[src/rtl/p4_mem_stage.sv]
// Memory-access stage: one req/ack data-memory transaction per load/store, stalling the pipeline until it completes.
// Non-memory instructions pass straight through combinationally; a timeout abandons a transaction and sets a sticky bus_err.
module p4_mem_stage #(
  parameter int TIMEOUT = 16
) (
  input  logic        clock,
  input  logic        reset,
  input  logic [2:0]  type_in,
  input  logic [31:0] alu_result,
  input  logic [31:0] store_data,
  input  logic [4:0]  rd_in,
  input  logic        dmem_ack,
  input  logic [31:0] dmem_rdata,
  output logic        dmem_req,
  output logic        dmem_we,
  output logic [31:0] dmem_addr,
  output logic [31:0] dmem_wdata,
  output logic [2:0]  type_out,
  output logic [31:0] result_out,
  output logic [4:0]  rd_out,
  output logic        stall_out,
  output logic        misalign_err,
  output logic        bus_err
);

  localparam int CW = (TIMEOUT > 2) ? $clog2(TIMEOUT) : 1;
  localparam logic [CW-1:0] LAST = CW'(TIMEOUT - 1);

  localparam logic [2:0] T_LOAD   = 3'd2;
  localparam logic [2:0] T_STORE  = 3'd3;
  localparam logic [2:0] T_BUBBLE = 3'd7;

  typedef enum logic [1:0] {S_IDLE, S_WAIT, S_DONE} state_t;

  state_t        state_q;
  logic [CW-1:0] cnt_q;
  logic [31:0]   addr_q;
  logic [31:0]   wdata_q;
  logic [31:0]   load_q;
  logic          we_q;
  logic [4:0]    rd_q;
  logic [2:0]    type_q;
  logic          bus_err_q;

  logic mem_op;
  logic aligned;

  assign mem_op  = (type_in == T_LOAD) || (type_in == T_STORE);
  assign aligned = (alu_result[1:0] == 2'b00);

  always_ff @(posedge clock) begin
    if (reset) begin
      state_q   <= S_IDLE;
      cnt_q     <= '0;
      addr_q    <= '0;
      wdata_q   <= '0;
      load_q    <= '0;
      we_q      <= 1'b0;
      rd_q      <= '0;
      type_q    <= T_BUBBLE;
      bus_err_q <= 1'b0;
    end else begin
      case (state_q)
        S_IDLE: begin
          if (mem_op && aligned) begin
            addr_q  <= alu_result;
            wdata_q <= store_data;
            we_q    <= (type_in == T_STORE);
            rd_q    <= rd_in;
            type_q  <= type_in;
            cnt_q   <= '0;
            state_q <= S_WAIT;
          end
        end
        S_WAIT: begin
          cnt_q <= cnt_q + 1'b1;
          // An ack on the final allowed cycle still completes the transaction.
          if (dmem_ack) begin
            load_q  <= dmem_rdata;
            state_q <= S_DONE;
          end else if (cnt_q == LAST) begin
            load_q    <= '0;
            bus_err_q <= 1'b1;
            state_q   <= S_DONE;
          end
        end
        S_DONE:  state_q <= S_IDLE;
        default: state_q <= S_IDLE;
      endcase
    end
  end

  assign dmem_addr  = addr_q;
  assign dmem_wdata = wdata_q;
  assign bus_err    = bus_err_q;

  always_comb begin
    dmem_req     = 1'b0;
    dmem_we      = 1'b0;
    type_out     = T_BUBBLE;
    result_out   = '0;
    rd_out       = '0;
    stall_out    = 1'b0;
    misalign_err = 1'b0;
    if (!reset) begin
      case (state_q)
        S_IDLE: begin
          if (mem_op) begin
            // Aligned access holds the pipeline; misaligned one is squashed to a bubble.
            stall_out    = aligned;
            misalign_err = !aligned;
          end else begin
            type_out   = type_in;
            result_out = alu_result;
            rd_out     = rd_in;
          end
        end
        S_WAIT: begin
          dmem_req  = 1'b1;
          dmem_we   = we_q;
          stall_out = 1'b1;
        end
        S_DONE: begin
          type_out   = type_q;
          rd_out     = rd_q;
          result_out = (type_q == T_LOAD) ? load_q : addr_q;
        end
        default: ;
      endcase
    end
  end

endmodule

[config.mk]
export PLATFORM = sky130hd
export DESIGN_NAME = p4_mem_stage
export DESIGN_NICKNAME = d
export VERILOG_FILES = /design/src/rtl/p4_mem_stage.sv
export SDC_FILE = /design/constraint.sdc
export NUM_CORES = 1
export LEC_CHECK = 0
export ABC_AREA = 0
export CORE_ASPECT_RATIO = 0.7
export CORE_MARGIN = 2
export CORE_UTILIZATION = 39
export DETAILED_ROUTE_END_ITERATION = 16
export GPL_TIMING_DRIVEN = 0
export PLACE_DENSITY = 0.81
export RECOVER_POWER = 50
export SYNTH_ARGS = -nofsm -noshare
export SYNTH_HDL_FRONTEND = slang
export SYNTH_SLANG_ARGS = --single-unit
[constraint.sdc]
create_clock -name clock -period 1.43 [get_ports clock]
set_input_delay 0.2145 -clock clock [delete_from_list [all_inputs] [get_ports clock]]
set_output_delay 0.2145 -clock clock [all_outputs]
set_load 0.01 [all_outputs]
==> results.md, run 1 <==
- Status: complete, but fails checks
- Failing checks: negative setup slack
- Clock buffer depth: 2
- Hold wc startpoint: dmem_rdata[0]
- Hold Path Class: input pin to flop
- Number of global-route vias before repair: 6,221
- Reg power frac: 0.445
- Critical Path RT: approximately 1.2 ns
- Post-Place Cells: roughly 1,000
- RSZ-0062 raised after global routing: yes
- Final nets: roughly 1,000
- Port Buffers: 215
- Slew Limit Fails: 0
- DIE AREA: between 10,000 and 15,000 um2
- Largest net degree at the start of global routing: 20
- Row Count: 34
- Gr ovfl total: 0
- Synth Instances: around 620
- Critical path capture point type: output pin
- Final worst setup slack: -0.590 ns
- Skew-Pair Late Insertion Delay: 0.35 ns
- Fmax: 495 MHz
- CTS Root Cell: clkbuf_16
- Syn avg cell area: a little over 8 um2
- Int Pwr: 0.00517 W
- Maximum VDD drop: 0.000641 V
- H-tree level count: 3
- Dpl hpwl: roughly 14,000 um
- Post-DR vias/cell: ~5.8
- Antenna cells: 0
- Crit path time final: 2.02 ns
- Drt first pass iters: 5
- Net Sw Frac: 0.287
- Post-Syn Nets: 726
- R2R cell count: 7
- Crit-path max FO: 4
- CTS clk-pin slew, worst paths: 0.08 ns
- Nature of the critical path startpoint: flop
- Hold depth: 3
- CTS sink cnt: 112
- CTS Buf Count: 9
- # IOs: 216
- Final setup skew: between 0.007 and 0.008 ns
- Share of layout cells above drive strength 1: 0.435
- Hold Slack: between 0.4 and 0.5 ns
- Hold-fix buffers, CTS: 0
- WL per Instance: approximately 22 um
- Crit Path Category: flop to output pin
- Synth Register Bits: 112
- R2r endpoint: cnt_q[1]$_SDFFE_PP0P_
- Clock power share: 0.342
- Fin Setup TNS: -60.39 ns
- CTS tree: yes
- Gate power share: 0.213
- Number of synthesis warnings: 0
- Final setup vio count: 155
- Post-detailed-route count of antenna-violating nets: 0
- Static Leakage: approximately 3.7 nW
- Max-slew headroom: 0.405
- RR Startpoint: state_q[0]$_SDFFE_PP0P_
- Final Non-Filler Cells: 1,075
- First-pass GRT wire length: 34,400 um
- Pwr dens: 732 nW/um2
- Final hold vios: 0
- Chip height: 99.8 um
- R2r setup slk: -0.52 ns
- GPL Wtd Cong: 0.842
- Initial Utilization: 0.406
- Drc violations: 0
- Total Routed Length: between 20,000 and 25,000 um
- Mapped Area: 5110 um2
- Fillers: 840
- Period utilization: 1.41
- Worst Hold Path EP: load_q[0]$_SDFFE_PP0P_
- Detailed-route via count: 6,262
- P&R area growth vs syn: 93.6%
- Initial DRC count: 418
- Worst-Margin Slew: 0.893 ns
- Initial antenna violation count: 0
- Die X: 141 um
- Seq/Total Area, Yosys: 0.439
- Synth cell types: 40
- Gr usage total: 0.309
- Worst Path Arrival: around 1.8 ns
- Core area: 12,600 um2
- Max_cap viols: 0
- Switching pwr: 0.00208 W
[registers in the layout (all words and copies together), names as in the netlist]
name        count
bus_err         1
cnt_q           4
dmem_addr      32
dmem_wdata     32
load_q         32
rd_q            5
state_q         2
type_q          3
we_q            1
[kinds of logic (layout without fill, tap and decap cells)]
group,after synthesis,after routing,synth area share
AO/OA/AOI/OAI,255,255,0.280
adder cells (fa/ha/maj),1,1,0.00245
buffers and inverters,72,367,0.0722
flip-flops,112,112,0.439
multiplexers,33,33,0.0646
AND/OR/NAND/NOR,145,145,0.142
[layout by cell type, fill, tap and decap left out, drive strengths merged, types with 3 or more instances in the layout]
master / instances
mux2i: 33
clkinv: 6
nor3b: 3
dfxtp: 112
nand4: 5
o21ai: 103
nand3: 69
clkdlybuf4s50: 102
nand2: 40
dlygate4sd2: 66
nor3: 3
nor2: 6
buf: 149
clkbuf: 39
nand2b: 5
a21oi: 109
o2bb2ai: 32
[through the flow]
| step | area [um2] | worst slack, ns | util | power [W] |
|---|---|---|---|---|
| 2_1_floorplan | 5360 | -0.0526 | - | 0.00376 |
| 3_3_place_gp | 7720 | -1.36 | 0.613 | 0.00444 |
| 3_5_place_dp | 7720 | -1.35 | 0.613 | 0.00445 |
| 4_1_cts | 9350 | -0.537 | 0.743 | 0.00709 |
| 5_1_grt | 9900 | -0.619 | 0.786 | 0.00743 |
| 6_report | 9900 | -0.590 | 0.786 | 0.00724 |
[critical path: stages, from the launching register on]
cell and delay (ns):
dfxtp_2 0.34, buf_6 0.13, buf_12 0.12, nor4_4 0.28, buf_6 0.17, nand2_4 0.06, a211oi_4 0.20, buf_6 0.14
[what timing repair did]
| item | CTS | global route |
|---|---|---|
| setup endpoints to repair | 220 | 156 |
| buffers inserted | 43 | 15 |
| hold endpoints to repair | 0 | 0 |
| cloned | 16 | 4 |
| pin swaps | 92 | 43 |
| gates resized for setup | 515 | 146 |
[power groups by stage]
stage / Sequential (W) / Clock, W / Combinational, W
after floorplan: 0.00328 / 0 / 0.000475
after global placement: 0.00327 / 0 / 0.00117
after detailed placement: 0.00328 / 0 / 0.00117
after CTS: 0.00321 / 0.00245 / 0.00143
after global routing: 0.00323 / 0.00259 / 0.00161
final: 0.00322 / 0.00247 / 0.00154
[metal layers]
| metal | track usage | vias up | routed length (um) |
|---|---|---|---|
| met5 | 0 | - | 0 |
| met4 | 0.0738 | 0 | 410 |
| met3 | 0.0768 | 37 | 2050 |
| met2 | 0.508 | 306 | 11000 |
| met1 | 0.412 | 3062 | 10000 |
| li1 | - | 2857 | - |
[cell usage after synthesis]
cell type	number	share of area
dfxtp_1	112	0.44
a21oi_1	109	0.11
nand3_1	69	0.068
o21ai_1	69	0.068
nand2_1	40	0.029
o21ai_0	34	0.033
mux2i_1	33	0.065
o2bb2ai_1	32	0.055
clkbuf_1	30	0.022
buf_2	22	0.022
buf_6	8	0.018
buf_1	6	0.0044
nor2_1	6	0.0044
nand2b_1	5	0.0061
nand4_1	5	0.0061
buf_4	3	0.0044
nor3_1	3	0.0029
nor3b_1	3	0.0044
a211oi_1	2	0.0029
a31oi_1	2	0.0024
and3_1	2	0.0024
inv_1	2	0.0015
nor2b_1	2	0.0024
or3_1	2	0.0024
or4_1	2	0.0029
a21o_1	1	0.0015
and2_1	1	0.0012
and2b_1	1	0.0015
and3b_1	1	0.0017
clkinv_1	1	0.00073
ha_1	1	0.0024
nand3b_1	1	0.0015
nor4_1	1	0.0012
nor4_4	1	0.0042
o2111a_1	1	0.0022
o211ai_1	1	0.0015
o211ai_2	1	0.0024
o21a_1	1	0.0015
o21bai_1	1	0.0015
o31ai_1	1	0.0015
[how the worst max path moves through the flow]
stage | startpoint | to | slack [ns] | cells after the start
floorplan | state_q[1]$_SDFFE_PP0P_ | stall_out | -0.05 | 5
global placement | type_in[2] | result_out[1] | -1.36 | 9
detailed placement | type_in[2] | result_out[19] | -1.35 | 9
CTS | type_q[0]$_SDFFE_PP1P_ | result_out[19] | -0.54 | 7
global route | state_q[1]$_SDFFE_PP0P_ | stall_out | -0.62 | 7
finish | state_q[1]$_SDFFE_PP0P_ | stall_out | -0.59 | 7
[final cells by class]
class                      instances  area, um2  share of cell area
buffer                            66        726              0.0733
clock buffer                       9        225              0.0228
clock inverter                     7       56.3             0.00569
inverter                           3       20.0             0.00202
multi-input combinational        434       3650               0.368
sequential                       112       2260               0.228
tap                              162        203              0.0205
timing repair buffer             282       2760               0.279
No activity file was read; power rests on OpenSTA's default activity.
==> run 2, diff against run 1 <==
--- a/config.mk
+++ b/config.mk
@@ -9,6 +9,7 @@
 export CORE_ASPECT_RATIO = 0.7
 export CORE_MARGIN = 2
 export CORE_UTILIZATION = 39
+export CTS_BUF_LIST = sky130_fd_sc_hd__clkbuf_8 sky130_fd_sc_hd__clkbuf_16
 export DETAILED_ROUTE_END_ITERATION = 16
 export GPL_TIMING_DRIVEN = 0
 export PLACE_DENSITY = 0.81
==> results of run 2 <==
No change in the layout: final DEF, timing and power equal those of run 1.
